===== src/rtl/universal_shift_burst_if.sv =====
// Control, data and status bundle for universal_shift_burst.
// The master side drives operations; the slave side is the shift register itself.
interface universal_shift_burst_if #(
  parameter int WIDTH = 8,
  parameter int STEP  = 1,
  parameter int CNT_W = 8
);
  logic             Sclr;
  logic             Sset;
  logic             enable;
  logic [2:0]       mode;
  logic [WIDTH-1:0] Data;
  logic [STEP-1:0]  shift_in;
  logic             start;
  logic [CNT_W-1:0] count;
  logic [WIDTH-1:0] q;
  logic [STEP-1:0]  shift_out;
  logic             busy;
  logic             done;

  modport master (
    output Sclr, Sset, enable, mode, Data, shift_in, start, count,
    input  q, shift_out, busy, done
  );

  modport slave (
    input  Sclr, Sset, enable, mode, Data, shift_in, start, count,
    output q, shift_out, busy, done
  );
endinterface


===== src/rtl/universal_shift_burst.sv =====
// Universal shift register with shift/rotate/arithmetic modes, STEP bits per operation,
// and a burst engine that repeats one latched mode for a programmed number of shifts.
module universal_shift_burst #(
  parameter int               WIDTH      = 8,
  parameter int               STEP       = 1,
  parameter int               CNT_W      = 8,
  parameter logic [WIDTH-1:0] SSET_VALUE = {WIDTH{1'b1}}
) (
  input logic                    clock,
  input logic                    Aclr,
  universal_shift_burst_if.slave io
);

  // state   | meaning
  // IDLE    | single-step operation; start may launch a burst
  // BURST   | shifting with latched bmode once per enabled cycle until rem reaches 0
  typedef enum logic {
    ST_IDLE  = 1'b0,
    ST_BURST = 1'b1
  } state_t;

  localparam logic [2:0] MODE_LOAD = 3'b001;
  localparam logic [2:0] MODE_SHL  = 3'b010;
  localparam logic [2:0] MODE_SHR  = 3'b011;
  localparam logic [2:0] MODE_ROL  = 3'b100;
  localparam logic [2:0] MODE_ROR  = 3'b101;
  localparam logic [2:0] MODE_ASR  = 3'b110;

  localparam logic [CNT_W-1:0] REM_ONE = CNT_W'(1);

  state_t           r_state;
  logic [WIDTH-1:0] r_q;
  logic [STEP-1:0]  r_shift_out;
  logic [2:0]       r_bmode;
  logic [CNT_W-1:0] r_rem;
  logic             r_done;

  state_t           w_state_nxt;
  logic [WIDTH-1:0] w_q_nxt;
  logic [STEP-1:0]  w_so_nxt;
  logic [2:0]       w_bmode_nxt;
  logic [CNT_W-1:0] w_rem_nxt;
  logic             w_done_nxt;

  logic [2:0]       w_op;
  logic [WIDTH-1:0] w_shift_q;
  logic [STEP-1:0]  w_shift_so;
  logic             w_mode_is_shift;

  assign w_mode_is_shift = (io.mode >= MODE_SHL) && (io.mode <= MODE_ASR);

  // One shared shifter: the latched mode drives it during a burst, the live mode otherwise.
  always_comb begin
    w_op       = (r_state == ST_BURST) ? r_bmode : io.mode;
    w_shift_q  = r_q;
    w_shift_so = r_shift_out;
    case (w_op)
      MODE_SHL: begin
        w_shift_q  = {r_q[WIDTH-1-STEP:0], io.shift_in};
        w_shift_so = r_q[WIDTH-1 -: STEP];
      end
      MODE_SHR: begin
        w_shift_q  = {io.shift_in, r_q[WIDTH-1:STEP]};
        w_shift_so = r_q[STEP-1:0];
      end
      MODE_ROL: begin
        w_shift_q  = {r_q[WIDTH-1-STEP:0], r_q[WIDTH-1 -: STEP]};
        w_shift_so = r_q[WIDTH-1 -: STEP];
      end
      MODE_ROR: begin
        w_shift_q  = {r_q[STEP-1:0], r_q[WIDTH-1:STEP]};
        w_shift_so = r_q[STEP-1:0];
      end
      MODE_ASR: begin
        w_shift_q  = {{STEP{r_q[WIDTH-1]}}, r_q[WIDTH-1:STEP]};
        w_shift_so = r_q[STEP-1:0];
      end
      default: ;
    endcase
  end

  always_comb begin
    w_state_nxt = r_state;
    w_q_nxt     = r_q;
    w_so_nxt    = r_shift_out;
    w_bmode_nxt = r_bmode;
    w_rem_nxt   = r_rem;
    w_done_nxt  = 1'b0;
    if (io.enable) begin
      if (io.Sclr) begin
        w_q_nxt     = '0;
        w_state_nxt = ST_IDLE;
      end else if (io.Sset) begin
        w_q_nxt     = SSET_VALUE;
        w_state_nxt = ST_IDLE;
      end else begin
        case (r_state)
          ST_IDLE: begin
            if (io.start) begin
              // A degenerate burst request completes immediately without touching q.
              if (w_mode_is_shift && (io.count != '0)) begin
                w_state_nxt = ST_BURST;
                w_bmode_nxt = io.mode;
                w_rem_nxt   = io.count;
              end else begin
                w_done_nxt = 1'b1;
              end
            end else if (io.mode == MODE_LOAD) begin
              w_q_nxt = io.Data;
            end else if (w_mode_is_shift) begin
              w_q_nxt  = w_shift_q;
              w_so_nxt = w_shift_so;
            end
          end
          ST_BURST: begin
            w_q_nxt   = w_shift_q;
            w_so_nxt  = w_shift_so;
            w_rem_nxt = r_rem - REM_ONE;
            if (r_rem == REM_ONE) begin
              w_state_nxt = ST_IDLE;
              w_done_nxt  = 1'b1;
            end
          end
          default: w_state_nxt = ST_IDLE;
        endcase
      end
    end
  end

  always_ff @(posedge clock or posedge Aclr) begin
    if (Aclr) begin
      r_state     <= ST_IDLE;
      r_q         <= '0;
      r_shift_out <= '0;
      r_bmode     <= '0;
      r_rem       <= '0;
      r_done      <= 1'b0;
    end else begin
      r_state     <= w_state_nxt;
      r_q         <= w_q_nxt;
      r_shift_out <= w_so_nxt;
      r_bmode     <= w_bmode_nxt;
      r_rem       <= w_rem_nxt;
      r_done      <= w_done_nxt;
    end
  end

  assign io.q         = r_q;
  assign io.shift_out = r_shift_out;
  assign io.busy      = (r_state == ST_BURST);
  assign io.done      = r_done;

endmodule


===== src/flat_wrapper.sv =====
// flat-port wrapper written by rule: the top's interface ports become plain ports
module universal_shift_burst_flat 
#(
  parameter int               WIDTH      = 8,
  parameter int               STEP       = 1,
  parameter int               CNT_W      = 8,
  parameter logic [WIDTH-1:0] SSET_VALUE = {WIDTH{1'b1}}
)
  (clock, Aclr, io_Sclr, io_Sset, io_enable, io_mode, io_Data, io_shift_in, io_start, io_count, io_q, io_shift_out, io_busy, io_done);
  universal_shift_burst_if #(.WIDTH(WIDTH), .STEP(STEP), .CNT_W(CNT_W)) io_i ();
  input logic clock;
  input logic Aclr;
  input wire logic [$bits(io_i.Sclr)-1:0] io_Sclr;
  input wire logic [$bits(io_i.Sset)-1:0] io_Sset;
  input wire logic [$bits(io_i.enable)-1:0] io_enable;
  input wire logic [$bits(io_i.mode)-1:0] io_mode;
  input wire logic [$bits(io_i.Data)-1:0] io_Data;
  input wire logic [$bits(io_i.shift_in)-1:0] io_shift_in;
  input wire logic [$bits(io_i.start)-1:0] io_start;
  input wire logic [$bits(io_i.count)-1:0] io_count;
  output wire logic [$bits(io_i.q)-1:0] io_q;
  output wire logic [$bits(io_i.shift_out)-1:0] io_shift_out;
  output wire logic [$bits(io_i.busy)-1:0] io_busy;
  output wire logic [$bits(io_i.done)-1:0] io_done;
  assign io_i.Sclr = io_Sclr;
  assign io_i.Sset = io_Sset;
  assign io_i.enable = io_enable;
  assign io_i.mode = io_mode;
  assign io_i.Data = io_Data;
  assign io_i.shift_in = io_shift_in;
  assign io_i.start = io_start;
  assign io_i.count = io_count;
  assign io_q = io_i.q;
  assign io_shift_out = io_i.shift_out;
  assign io_busy = io_i.busy;
  assign io_done = io_i.done;
  universal_shift_burst #(.WIDTH(WIDTH), .STEP(STEP), .CNT_W(CNT_W), .SSET_VALUE(SSET_VALUE)) u_core (.clock(clock), .Aclr(Aclr), .io(io_i));
endmodule

===== config.mk =====
export PLATFORM = sky130hd
export DESIGN_NAME = universal_shift_burst_flat
export DESIGN_NICKNAME = d
export VERILOG_FILES = /design/src/rtl/universal_shift_burst_if.sv /design/src/rtl/universal_shift_burst.sv /design/src/flat_wrapper.sv
export SDC_FILE = /design/constraint.sdc
export NUM_CORES = 1
export LEC_CHECK = 0
export BUFFER_PORTS_ARGS = -buffer_cell sky130_fd_sc_hd__buf_2
export CORE_MARGIN = 2
export CORE_UTILIZATION = 58
export DETAILED_ROUTE_END_ITERATION = 16
export PLACE_DENSITY = 0.92
export SLEW_MARGIN = 5
export SYNTH_ARGS = -nofsm -noshare
export SYNTH_HDL_FRONTEND = slang
export SYNTH_SLANG_ARGS = --single-unit

===== constraint.sdc =====
create_clock -name clock -period 2.3 [get_ports clock]
set_input_delay 0.46 -clock clock [delete_from_list [all_inputs] [get_ports clock]]
set_output_delay 0.46 -clock clock [all_outputs]
set_load 0.05 [all_outputs]

==> reports/metrics.yaml, run 1 <==
status: "finished, final reports clean"
first_pass_iters: 4
grt_pass1_wl_um: 6440
worst-path-buf-inv: 0
area_growth_pct: 13.1
max_slew.worst_pin.slew_ns: 0.517
synthAdderAreaFrac: 0.0150
die_area_um2: 3320
die_w_um: 57.6
die_h_um: 57.6
crit_chain: "mux2i_1 > and2_1 > a221oi_1 > o32ai_1"
fin_util: 0.689
grt_max_degree: 23
ir_drop_v: 0.000498
grt_overflow_total: 0
cts_setup_buffers: 0
critPathTopFamily: "flip-flops"
synth_area_per_cell_um2: 8.91
end_kind: "flip-flop"
netlist_area_um2: 1670
vias_per_cell: 6.19
synth_edf_count: 0
synth_top_family_by_area: "compound AO/OA/AOI/OAI gates"
hp-class: "in -> async"
gp_congestion: 0.842
port_buffers: 36
synth_xor_area_frac: 0.0105
cts_buffers: 3
final_cell_mix: "buf_2 (36), dfrtp_1 (22), nor2_1 (17)"
h-tree-depth: 1
cts-root-buf: "clkbuf_4"
drv_cap: 0
ff2ff_setup_slack_ns: 0.26
clkSlewWorstSetupHoldPaths_ns: 0.13
timing.fmax_ghz: 0.489
cts_buffer_depth: 2
synth-compound-area-share: 0.271
routed_wl_um: 3800
yosys_warnings: 0
syn_inst: 187
core-area_um2: 2730
synth_top_area_cell: "dfrtp_1"
max_stage_delay_ns: 0.65
io_pins: 37
clock-skew-final_ns: 0.00544
synthSimpleGateAreaFrac: 0.238
maxSlewHeadroom: 0.645
yosys-top-cells-area: "dfrtp_1 (33%), a21oi_1 (4.5%), nor2_1 (3.8%)"
via_count: 1566
async_flop_share: 1.00
nets: 251
fin_setup_tns_ns: 0
cts_tree: "built"
p_seq_frac: 0.437
path_class: "reg -> reg"
critPathRequiredTime_ns: 2.54
diodes: 0
critPathMaxFanout: 13
power.internal_w: 0.000772
leakage_nw: 0.823
post_route_cells_drive_above_1_share: 0.279
synth.top_cell.area_share: 0.331
fin_crit_ns: 2.04
cp-start-kind: "flip-flop"
hold_buffers: 0
insertion_delay_ns: 0.32
setup-violations-final: 0
p_sw_frac: 0.431
layout_commonest_cell: "buf_2"
slowest_stage: "dfrtp_1"
synth-seq-cells: 22
initial_core_util: 0.609
drtIter0Drc: 68
antenna_found_initial: 0
p_comb_frac: 0.394
arrival_ns: 2.28
finalMaxSlewViolations: 0
yosysUniqueCellTypes: 57
grtUsageTotal: 0.244
drc_errors: 0
synth_ff_type: "dfrtp_1"
dp_hpwl_um: 2860
synth_seq_area_share: 0.331
clock_sinks: 22
wire_per_inst_um: 15.0
grt_pass1_vias: 1457
power_density_nw_per_um2: 720
num_rows: 19
grt_setup_unrepaired: "no"
clkPwrFrac: 0.169
hold_violations: 0
syn-num-nets: 215
synthMuxAreaShare: 0.0654
min_period_over_period: 0.888
power_switching_w: 0.000584
ant_nets: 0
cts_resized: 0
## per-stage QoR
| step | total power, W | setup slack [ns] | cells | instance area [um^2] | hold slack [ns] |
|---|---|---|---|---|---|
| after global routing | 0.00144 | 0.0401 | 253 | 1880 | 0.157 |
| after CTS | 0.00135 | 0.263 | 253 | 1880 | 0.146 |
| final | 0.00136 | 0.257 | 253 | 1880 | 0.141 |
| after detailed placement | 0.00113 | 0.278 | 249 | 1850 | 0.495 |
| after floorplan | 0.000987 | 0.385 | 187 | 1670 | 0.449 |
| after global placement | 0.00111 | 0.298 | 249 | 1850 | 0.498 |
## flip-flops by register name, indices dropped and copies added (netlist names)
register	flops
u_core.r_bmode	3
u_core.io.busy	1
u_core.r_rem	8
u_core.io.q	8
u_core.io.shift_out	1
u_core.io.done	1
## final timing paths
kind	from	to	cells after the start
setup / recovery	u_core.io.busy	u_core.io.q[5]	4
hold / removal	Aclr	u_core.io.done	3
setup reg to reg	u_core.io.busy	u_core.io.q[5]	4
hold reg to reg	u_core.r_bmode[0]	u_core.r_bmode[0]	1
max in group asynchronous	Aclr	u_core.r_rem[2]	3
min in group clock	io_mode[0]	u_core.r_bmode[0]	2
## logic make-up after synthesis
kind of cell               after synthesis
and+or+nand+nor                         67
AOI/OAI and AO/OA                       60
buffers and inverters                   24
DFF                                     22
muxes                                   10
xor gates and xnor gates                 2
adders and majority gates                2
## layout make-up
class / count / area (um^2)
flip-flops and latches: 22 / 551
well taps: 31 / 38.8
fillers: 225 / 850
repair buffers: 38 / 195
multi-input cells: 141 / 1000
inverters: 17 / 63.8
clock buffers: 4 / 36.3
## power groups by stage
stage                     Combinational, W  Clock [W]  Sequential (W)
after CTS                         0.000535   0.000229        0.000588
after global routing              0.000590   0.000244        0.000606
after floorplan                   0.000300          0        0.000687
final                             0.000535   0.000229        0.000593
after global placement            0.000517          0        0.000593
after detailed placement          0.000533          0        0.000595
## metal layers
layer / track usage / wire, um / up-vias
li1: - / - / 776
met1: 0.348 / 1730 / 746
met2: 0.386 / 1840 / 37
met3: 0.0454 / 179 / 7
met4: 0.0498 / 60 / 0
met5: 0 / 0 / -
## synthesized netlist by cell type (2+ instances only)
master	number
dfrtp_1	22
nor2_1	17
inv_1	16
a21oi_1	15
nand2_1	12
a221oi_1	7
nor3_1	6
o32ai_1	6
mux2i_1	5
nand3_1	5
o21ai_0	5
mux2_1	4
or2_2	4
o21ai_1	3
o221ai_1	3
or2_0	3
a211oi_1	2
buf_2	2
buf_4	2
buf_6	2
ha_1	2
nand3b_1	2
nor3b_1	2
nor4_2	2
o22a_1	2
o22ai_1	2
o31ai_1	2
or3_1	2
xnor2_1	2
## worst register-to-register path: cells and delay by family, from the launching register on
kind	cells	cell delay, ns
muxes	1	0.54
and+or+nand+nor	1	0.40
DFF	1	0.65
AOI/OAI and AO/OA	2	0.38
(Power assumes the default switching activity.)
==> run 2, diff against run 1 <==
--- a/config.mk
+++ b/config.mk
@@ -5,9 +5,12 @@
 export SDC_FILE = /design/constraint.sdc
 export NUM_CORES = 1
 export LEC_CHECK = 0
+export ABC_AREA = 1
 export BUFFER_PORTS_ARGS = -buffer_cell sky130_fd_sc_hd__buf_2
+export CELL_PAD_IN_SITES_DETAIL_PLACEMENT = 0
+export CELL_PAD_IN_SITES_GLOBAL_PLACEMENT = 1
 export CORE_MARGIN = 2
-export CORE_UTILIZATION = 58
+export CORE_UTILIZATION = 41
 export DETAILED_ROUTE_END_ITERATION = 16
 export PLACE_DENSITY = 0.92
 export SLEW_MARGIN = 5
==> run 2 against run 1 <==
Compared with the run above: die area grew 45%; clock skew grew 0.0026 ns; sequential share of layout area decreased by 1.9 points; setup slack gained 0.14 ns; sequential power down 7.3%; first-iteration DRC count grew 24%; critical path depth rose by 8; critical path type unchanged; critical endpoint is now u_core.io.q[3]; largest cell class unchanged; highest routed layer unchanged.
==> reports/metrics.yaml, run 2 <==
status: "finished, final reports clean"
min_period_over_period: 0.828
core-area_um2: 4060
drc_errors: 0
num_rows: 23
post_route_cells_drive_above_1_share: 0.210
via_count: 1780
grt_pass1_wl_um: 7130
yosys-top-cells-area: "dfrtp_1 (31%), nand2_1 (24%), inv_1 (6.6%)"
die_h_um: 69.3
ant_nets: 0
ff2ff_setup_slack_ns: 0.40
port_buffers: 36
r2r_cells: 12
regToRegEndpoint: "u_core.io.q[3]"
critPathMaxFanout: 21
pre_cts_ws_ns: 0.290
async_flop_share: 1.00
placedInstanceArea_um2: 1980
arrival_ns: 2.07
max_stage_delay_ns: 0.44
worst_path_most_repeated_cell: "nand2_1"
first_pass_iters: 4
syn_inst: 272
dp.cells: 356
synth.top_cell.area_share: 0.315
final_cells: 359
grt_overflow_total: 0
synth_ff_type: "dfrtp_1"
synth_edf_count: 0
yosysMostFrequentCell: "nand2_1"
seq_area_um2: 551
timing.fmax_ghz: 0.525
path_class: "reg -> reg"
slowest_stage: "dfrtp_1"
hold_buffers: 0
gp_congestion: 0.844
grt_max_degree: 23
fin_setup_tns_ns: 0
clock-skew-final_ns: 0.00807
wire_per_inst_um: 11.8
grtUsageTotal: 0.181
leakage_nw: 1.13
multi_input_area_um2: 1040
synth-seq-cells: 22
synth_area_per_cell_um2: 6.44
hold_violations: 0
synth_commonest_cells: "nand2_1 (112), inv_1 (31), dfrtp_1 (22), nor2_1 (20), o21ai_0 (17)"
worst-path-buf-inv: 2
h-tree-depth: 1
diodes: 0
worst_slack_ns: 0.397
die_area_um2: 4810
die_w_um: 69.3
antenna_found_initial: 0
layout_commonest_cell: "nand2_1"
cts-root-buf: "clkbuf_8"
synth_top_area_cell: "dfrtp_1"
initial_core_util: 0.431
clkSlewWorstSetupHoldPaths_ns: 0.08
critPathTopFamily: "simple AND/OR/NAND/NOR gates"
critPathRequiredTime_ns: 2.47
cts_tree: "built"
total_power_w: 0.00135
grt_pass1_vias: 1548
netlist_area_um2: 1750
clock_sinks: 22
finalMaxSlewViolations: 0
setup-violations-final: 0
syn-num-nets: 300
maxSlewHeadroom: 0.738
insertion_delay_ns: 0.27
io_pins: 37
fin_crit_ns: 1.90
fillCellCount: 448
cts_buffers: 3
yosys_warnings: 0
end_kind: "flip-flop"
grt_setup_unrepaired: "no"
yosysUniqueCellTypes: 28
area_growth_pct: 15.3
hp-class: "in -> async"
postLayoutCellArea_um2: 2020
cts_buffer_depth: 2
final_cell_mix: "nand2_1 (112), buf_2 (36), inv_1 (31)"
power_density_nw_per_um2: 667
ir_drop_v: 0.000377
drtIter0Drc: 84
dp_hpwl_um: 3240
synth_seq_area_share: 0.315
rr_startpoint: "u_core.io.busy"
cts_setup_buffers: 0
drv_cap: 0
max_slew.worst_pin.slew_ns: 0.393
routed_wl_um: 4230
cp-start-kind: "flip-flop"
crit_chain: "inv_2 > nand2_1 > nand2_1 > nand3_1 > nand2_4 > inv_1 > nand3_1 > nand3_1 > nand2_1 > nand2_1 > nand2_1 > nand2_1"
nets: 339
cts_resized: 0
vias_per_cell: 4.96
==> run 2: cell types whose count changed after synthesis, moves of 5 or more <==
cell,before,now
nand2_2,1,6
a221oi_1,7,0
inv_1,16,31
nand4_1,1,8
o21ai_0,5,17
o32ai_1,6,0
mux2i_1,5,0
nand2_1,12,112
nand3_1,5,12
==> run 2: power breakdown <==
part	leakage, nW	internal (W)	total, W	switching [W]
combinational	0.832	0.000175	0.000552	0.000377
clock	0.0216	0.000117	0.000244	0.000127
sequential	0.278	0.000467	0.000550	0.0000832
total	1.13	0.000759	0.00135	0.000587
==> run 2: worst max path at each step <==
stage	start	end	slack, ns	cells past startpoint
floorplan	u_core.io.busy	u_core.io.q[3]	0.46	12
global placement	io_mode[1]	u_core.r_rem[3]	0.30	9
detailed placement	io_mode[1]	u_core.r_rem[3]	0.29	9
CTS	u_core.io.busy	u_core.io.q[3]	0.40	12
global route	u_core.io.busy	u_core.io.q[3]	0.21	12
finish	u_core.io.busy	u_core.io.q[3]	0.40	12
==> run 2: worst register-to-register path, delay by kind of cell (launching register included) <==
kind | cells | cell delay [ns]
and+or+nand+nor | 10 | 0.96
buffers and inverters | 2 | 0.40
DFF | 1 | 0.44
==> run 2: routing by layer <==
metal	vias to the layer above	part of all wire	GRT usage	routed length [um]
met2	55	0.43	0.274	1800
met1	777	0.51	0.263	2150
met3	5	0.055	0.0262	233
met4	0	0.011	0.0610	48
li1	943	-	-	-
met5	-	0	0	0
==> run 2: through the flow <==
| stage | utilization | hold WS (ns) |
|---|---|---|
| after floorplan | - | 0.449 |
| after global placement | 0.487 | 0.480 |
| final | 0.497 | 0.218 |
| after detailed placement | 0.487 | 0.479 |
| after CTS | 0.497 | 0.235 |
| after global routing | 0.497 | 0.274 |
==> run 2: layout make-up <==
cell class / instances / area share
inverter: 33 / 0.0614
multi-input combinational: 213 / 0.518
tap: 50 / 0.0310
clock buffer: 3 / 0.0205
sequential: 22 / 0.273
timing repair buffer: 38 / 0.0967
==> run 2: cell families (layout without fill, tap and decap cells) <==
kind of cell / count (synthesis) / after routing / share of synthesized area
and+or+nand+nor: 177 / 177 / 0.481
AOI/OAI and AO/OA: 34 / 34 / 0.102
DFF: 22 / 22 / 0.315
adders and majority gates: 2 / 2 / 0.0143
buffers and inverters: 37 / 74 / 0.0886
==> run 3, diff against run 2 <==
--- a/config.mk
+++ b/config.mk
@@ -10,9 +10,9 @@
 export CELL_PAD_IN_SITES_DETAIL_PLACEMENT = 0
 export CELL_PAD_IN_SITES_GLOBAL_PLACEMENT = 1
 export CORE_MARGIN = 2
-export CORE_UTILIZATION = 41
+export CORE_UTILIZATION = 38
 export DETAILED_ROUTE_END_ITERATION = 16
-export PLACE_DENSITY = 0.92
+export PLACE_DENSITY = 0.87
 export SLEW_MARGIN = 5
 export SYNTH_ARGS = -nofsm -noshare
 export SYNTH_HDL_FRONTEND = slang
==> constraint.sdc (replaced) <==
create_clock -name clock -period 1.8 [get_ports clock]
set_input_delay 0.36 -clock clock [delete_from_list [all_inputs] [get_ports clock]]
set_output_delay 0.36 -clock clock [all_outputs]
set_load 0.05 [all_outputs]
==> run 3 against run 2 <==
Compared with the run above: global-route usage up 0.98 points; maximum frequency grew 16%; highest routed layer unchanged; critical endpoint is now u_core.io.shift_out; clock power rose by 56%; clock skew decreased by 0.0069 ns; largest cell class unchanged; wire length increased by 9.9%; hold slack lost 0.11 ns; first-iteration DRC count grew 58%; sequential cell count unchanged; core utilization is 0.74 points lower; die area increased by 7.4%.
==> reports/metrics.yaml, run 3 (synthesis gave the netlist of run 2 again) <==
maxSlewHeadroom: 0.750
insertion_delay_ns: 0.28
grt_setup_unrepaired: "yes"
min_period_over_period: 0.910
gp_congestion: 0.833
multi_input_area_um2: 1100
num_rows: 24
cts_setup_buffers: 0
cts_tree: "built"
max_slew.worst_pin.slew_ns: 0.372
nets: 348
seq_area_um2: 552
post_route_cells_drive_above_1_share: 0.251
finalMaxSlewViolations: 0
worst_slack_ns: 0.162
setup-violations-final: 0
rr_startpoint: "u_core.io.busy"
hp-class: "in -> async"
total_power_w: 0.00183
cts-root-buf: "clkbuf_8"
power_density_nw_per_um2: 850
grt_max_degree: 23
clock_sinks: 22
timing.fmax_ghz: 0.611
vias_per_cell: 4.98
core-area_um2: 4380
dp_hpwl_um: 3430
area_growth_pct: 22.7
drv_cap: 0
first_pass_iters: 4
hold_violations: 0
critPathMaxFanout: 7
ir_drop_v: 0.000344
h-tree-depth: 1
via_count: 1849
diodes: 0
antenna_found_initial: 0
die_w_um: 71.9
leakage_nw: 1.19
critPathRequiredTime_ns: 1.98
die_area_um2: 5170
pre_cts_ws_ns: 0.0821
clock-skew-final_ns: 0.00116
initial_core_util: 0.399
arrival_ns: 1.81
path_class: "reg -> reg"
routed_wl_um: 4650
hold_buffers: 0
drtIter0Drc: 133
die_h_um: 71.9
wire_per_inst_um: 12.5
cts_resized: 0
final_cell_mix: "nand2_1 (111), buf_2 (36), inv_1 (31)"
grt_overflow_total: 0
cp-start-kind: "flip-flop"
end_kind: "flip-flop"
layout_commonest_cell: "nand2_1"
startpoint: "u_core.io.busy"
grt_pass1_vias: 1737
drc_errors: 0
ant_nets: 0
grtUsageTotal: 0.191
fillCellCount: 477
clkSlewWorstSetupHoldPaths_ns: 0.09
io_pins: 37
cts_buffers: 3
cts_buffer_depth: 2
port_buffers: 36
fin_crit_ns: 1.64
grt_pass1_wl_um: 7840
status: "finished, final reports clean"
==> run 3: final cells by class <==
cell class              count  area share
well taps                  52      0.0303
multi-input cells         215       0.511
flip-flops and latches     22       0.257
repair buffers             45       0.117
clock buffers               4      0.0256
inverters                  33      0.0588
==> run 3: worst paths after layout <==
path	end	slack, ns	depth (start not counted)
max	u_core.io.shift_out	0.16	10
min	u_core.io.q[1]	0.11	3
max reg2reg	u_core.io.shift_out	0.16	10
min reg2reg	u_core.io.shift_out	0.48	2
max in group asynchronous	u_core.io.busy	1.44	3
min in group clock	u_core.io.busy	0.27	2
==> run 3: metal layers <==
layer  GRT usage  wire (um)
met1       0.262       2250
met2       0.316       2130
met5           0          0
met3      0.0211        230
met4      0.0566         50
==> run 3: through the flow <==
stage               cells   util  TNS [ns]  hold slack, ns  area [um^2]
finish                371  0.490         0           0.106         2150
global route          371  0.490  -0.00771           0.148         2150
CTS                   369  0.476         0           0.118         2090
detailed placement    365  0.464         0           0.417         2030
global placement      365  0.464         0           0.415         2030
floorplan             272      -         0           0.349         1750
==> run 3: report_power, final <==
part / switching, W / leakage, nW / internal, W
Combinational: 0.000496 / 0.888 / 0.000242
Clock: 0.000185 / 0.0288 / 0.000196
Sequential: 0.000111 / 0.276 / 0.000597
==> run 3: critical path, stage by stage, from the launching register on <==
cell	delay (ns)
dfrtp_2	0.47
inv_4	0.13
nand2_1	0.10
nand2_4	0.12
nand3_2	0.15
nand3_4	0.18
nor2_8	0.07
nor3_2	0.13
nand2_1	0.08
nand2_1	0.06
nand2_1	0.04
